### src/rtl/dmux8way16_buf.sv
// Buffered 8-way, 16-bit demultiplexer. Steers one input stream into eight
// registered channels, each holding its word and a valid flag until acked.
// Destination comes from `sel` or, in auto mode, from a round-robin pointer.
module dmux8way16_buf (
    input  logic        clk,
    input  logic        reset,
    input  logic [15:0] in,
    input  logic        in_valid,
    output logic        in_ready,
    input  logic [2:0]  sel,
    input  logic        auto,
    output logic [15:0] out_a,
    output logic [15:0] out_b,
    output logic [15:0] out_c,
    output logic [15:0] out_d,
    output logic [15:0] out_e,
    output logic [15:0] out_f,
    output logic [15:0] out_g,
    output logic [15:0] out_h,
    output logic [7:0]  valid,
    input  logic [7:0]  ack,
    output logic [2:0]  ptr,
    output logic        full,
    output logic        empty
);

    logic [15:0] data_q [8];
    logic [15:0] data_d [8];
    logic [7:0]  valid_q, valid_d;
    logic [2:0]  ptr_q, ptr_d;
    logic [2:0]  dest;
    logic        accept;

    // Destination select and input handshake; an ack on the target frees it now
    always_comb begin
        dest     = auto ? ptr_q : sel;
        in_ready = ~valid_q[dest] | ack[dest];
        accept   = in_valid & in_ready;
    end

    // Next state: acks clear flags, then an accepted write overrides its channel
    always_comb begin
        data_d  = data_q;
        valid_d = valid_q & ~ack;
        ptr_d   = ptr_q;
        if (accept) begin
            data_d[dest]  = in;
            valid_d[dest] = 1'b1;
            if (auto) begin
                ptr_d = ptr_q + 3'd1;
            end
        end
    end

    // State registers with asynchronous clear
    always_ff @(posedge clk or posedge reset) begin
        if (reset) begin
            for (int i = 0; i < 8; i++) begin
                data_q[i] <= '0;
            end
            valid_q <= '0;
            ptr_q   <= '0;
        end else begin
            for (int i = 0; i < 8; i++) begin
                data_q[i] <= data_d[i];
            end
            valid_q <= valid_d;
            ptr_q   <= ptr_d;
        end
    end

    // Output mapping and occupancy flags
    always_comb begin
        out_a = data_q[0];
        out_b = data_q[1];
        out_c = data_q[2];
        out_d = data_q[3];
        out_e = data_q[4];
        out_f = data_q[5];
        out_g = data_q[6];
        out_h = data_q[7];
        valid = valid_q;
        ptr   = ptr_q;
        full  = &valid_q;
        empty = ~|valid_q;
    end

endmodule

### config.mk
export PLATFORM = sky130hd
export DESIGN_NAME = dmux8way16_buf
export DESIGN_NICKNAME = d
export VERILOG_FILES = /design/src/rtl/dmux8way16_buf.sv
export SDC_FILE = /design/constraint.sdc
export NUM_CORES = 1
export LEC_CHECK = 0
export CORE_ASPECT_RATIO = 0.6
export CORE_MARGIN = 2
export CORE_UTILIZATION = 30
export CTS_CLUSTER_SIZE = 24
export DETAILED_ROUTE_END_ITERATION = 7
export GPL_TIMING_DRIVEN = 1
export REMOVE_ABC_BUFFERS = 1
export SYNTH_ARGS = -nofsm -noshare
export SYNTH_HDL_FRONTEND = slang
export SYNTH_SLANG_ARGS = --single-unit
### constraint.sdc
create_clock -name clk -period 11.2 [get_ports clk]
set_input_delay 2.24 -clock clk [delete_from_list [all_inputs] [get_ports clk]]
set_output_delay 2.24 -clock clk [all_outputs]
set_load 0.03 [all_outputs]
==> results.sh <==
export IMPL_syn_area_um2=5841
export IMPL_dp_slack_ns=3.878
export IMPL_antenna_found_initial=0
export IMPL_tns_ns=0
export IMPL_yosys_warnings=0
export IMPL_syn_inst=344
export IMPL_seq_area_frac_synth_pct=59.55
export IMPL_crit_type="primary input to output port"
export IMPL_reg2reg_to="out_e[14]$_DFFE_PP0P_"
export IMPL_grt_max_degree=75
export IMPL_slowest_stage="clkdlybuf4s50_1"
export IMPL_slew_violations=0
export IMPL_rows=39
export IMPL_crit_start="auto"
export IMPL_cts_buffers=17
export IMPL_dieHeight_um=112.1
export IMPL_core_area_um2=19030
export IMPL_routed_wl_um=15990
export IMPL_ctsHoldBuffers=0
export IMPL_finalInstanceArea_um2=8422
export IMPL_syn_to_final_growth_pct=44.19
export IMPL_post_cts_resize_count=0
export IMPL_status="finished, final reports clean"
export IMPL_netlist_area_leader_share_pct=59.55
export IMPL_hold_depth=1
export IMPL_swShare_pct=38.82
export IMPL_period_share_pct=65.43
export IMPL_synth_edf_count=0
export IMPL_clkTransAtPathRegs_ns=0.05
export IMPL_worst_slew_pin_slew_ns=0.8509
export IMPL_timing_fmax_mhz=136.5
export IMPL_fin_util_pct=44.25
export IMPL_crit_chain="clkdlybuf4s50_1, and3b_2, a31oi_1, o22ai_1, a211oi_2, buf_4, inv_1, clkdlybuf4s50_1"
export IMPL_rsz0062_at_grt="false"
export IMPL_port_buffers=172
export IMPL_cts_htree_levels=4
export IMPL_r2r_start="ptr[2]$_DFFE_PP0P_"
export IMPL_final_common_cell="clkdlybuf4s50_1"
export IMPL_yosys_top_cells_area="dfrtp_1, mux2_4, mux2_2, nor3_4, buf_12"
export IMPL_ir_drop_v=0.0001715
export IMPL_synthDistinctLibCells=31
export IMPL_vias_per_cell=4.541
export IMPL_holdCritPathClass="register to register"
export IMPL_clk_latency_ns=0.41
export IMPL_layout_common_cells="clkdlybuf4s50_1, dfrtp_1, mux2_2"
export IMPL_worst_path_most_repeated_cell="clkdlybuf4s50_1"
export IMPL_rrSetupSlack_ns=7.99
export IMPL_fin_ws_ns=3.872
export IMPL_finalHoldViolCount=0
export IMPL_comb_power_share_pct=50.2
export IMPL_fillers=1703
export IMPL_cts_sinks=139
export IMPL_yosys_area_top_type="dfrtp_1"
export IMPL_relSlewSlack_pct=43.27
export IMPL_synth_area_per_cell_um2=16.98
export IMPL_hp_start="out_b[14]$_DFFE_PP0P_"
export IMPL_drt_iter0_markers=186
export IMPL_dpl_cell_area_um2=7809
export IMPL_drc=0
export IMPL_dp_hpwl_um=10630
export IMPL_grtUsageTotal_pct=16.27
export IMPL_fin_skew_ns=0.007352
export IMPL_power_share_sequential_pct=30.2
export IMPL_diodes=0
export IMPL_postCtsSetupBuffers=0
export IMPL_synth_seq_cells=139
export IMPL_io_pins=173
export IMPL_hold_ws_ns=0.5060
export IMPL_gp_congestion=0.7738
export IMPL_fin_nets=566
export IMPL_synthFlopType="dfrtp_1"
export IMPL_cp_data_required_time_ns=8.96
export IMPL_p_leak_nw=3.633
export IMPL_cp_end_kind="output port"
export IMPL_ant_nets=0
export IMPL_cts_buffer_depth=2
export IMPL_finalSetupViolCount=0
export IMPL_path_max_fanout=11
export IMPL_wl_per_cell_um=20.22
export IMPL_drive_above_1_share_pct=33.76
export IMPL_cp_start_kind="primary input"
export IMPL_r2r_cells=8
export IMPL_first_pass_iters=4
export IMPL_start_util_pct=30.69
export IMPL_power_internal_mw=1.834
export IMPL_cp_arrival_ns=5.09
export IMPL_maxCapViolCount=0
export IMPL_grt_overflow=0
export IMPL_cts_tree="yes"
export IMPL_holdPathEnd="out_b[14]$_DFFE_PP0P_"
export IMPL_clkPwrFrac_pct=19.6
export IMPL_pwr_density_cell_nw_per_um2=356.0
export IMPL_die_width_um=184.1
export IMPL_grt_pass1_vias=3906
export IMPL_die_area_um2=20640
export IMPL_ctsRootBufferMaster="clkbuf_16"
export IMPL_critPathMaxStageDelay_ns=0.70
export IMPL_grt_pass1_wl_um=24740
export IMPL_synthArstFlopShare_pct=100.0
export IMPL_p_switching_mw=1.164
export IMPL_post_route_min_period_ns=7.328
export IMPL_num_vias=3592
-- stage by stage --
stage / std cells / total power, mW
floorplan: 333 / 1.766
global placement: 761 / 2.405
detailed placement: 761 / 2.422
CTS: 791 / 3.030
global route: 791 / 3.145
finish: 791 / 2.998
-- registers in the layout, indices dropped and copies added, names as in the netlist --
name,cells
out_f,16
out_a,16
out_b,16
ptr,3
out_c,16
out_d,16
out_e,16
valid,8
out_g,16
out_h,16
-- Yosys cell counts, drive strengths merged, types with 3 or more instances --
cell	count
buf	10
nor3	9
dfrtp	139
nor2	5
a21o	8
mux2	129
inv	11
nand2	3
mux2i	9
-- critical path: cells and delay by family --
family / cells / cell delay [ns]
AOI/OAI and AO/OA: 3 / 0.91
and+or+nand+nor: 1 / 0.25
buffers and inverters: 4 / 1.66
-- cells by family (layout without fill, tap and decap cells) --
kind of cell,after synthesis,after routing,share of synthesized area (%)
xor gates and xnor gates,2,2,0.3000
and+or+nand+nor,25,25,3.770
adders and majority gates,1,1,0.2142
muxes,138,138,30.68
AOI/OAI and AO/OA,17,17,2.249
buffers and inverters,22,223,3.235
DFF,139,139,59.55
-- cell type report --
class	count	area [um^2]	area share (%)
clock buffer	18	439.2	5.215
tap	246	307.8	3.655
clock inverter	12	173.9	2.065
inverter	11	46.29	0.5497
multi-input combinational	183	2180	25.88
sequential	139	3478	41.30
timing repair buffer	182	1797	21.33
-- worst max-delay path by stage --
stage / endpoint / slack (ns) / cells past startpoint
floorplan: in_ready / 4.49 / 5
CTS: in_ready / 3.88 / 8
finish: in_ready / 3.87 / 8
global route: in_ready / 3.71 / 8
global placement: in_ready / 3.93 / 8
detailed placement: in_ready / 3.88 / 8
-- layer usage --
layer | vias to the layer above | wire [um] | GRT usage, %
li1 | 1611 | - | -
met1 | 1834 | 7916 | 23.03
met2 | 136 | 6532 | 22.62
met3 | 11 | 1421 | 7.463
met4 | 0 | 124 | 3.733
met5 | - | 0 | 0
-- power groups by stage --
stage	logic (mW)	registers [mW]	clock network, mW
after floorplan	0.391	1.38	0
after global placement	1.50	0.902	0
after detailed placement	1.51	0.910	0
after CTS	1.52	0.910	0.602
after global routing	1.57	0.941	0.631
final	1.51	0.906	0.587
Power figures use the tool's default switching activity.
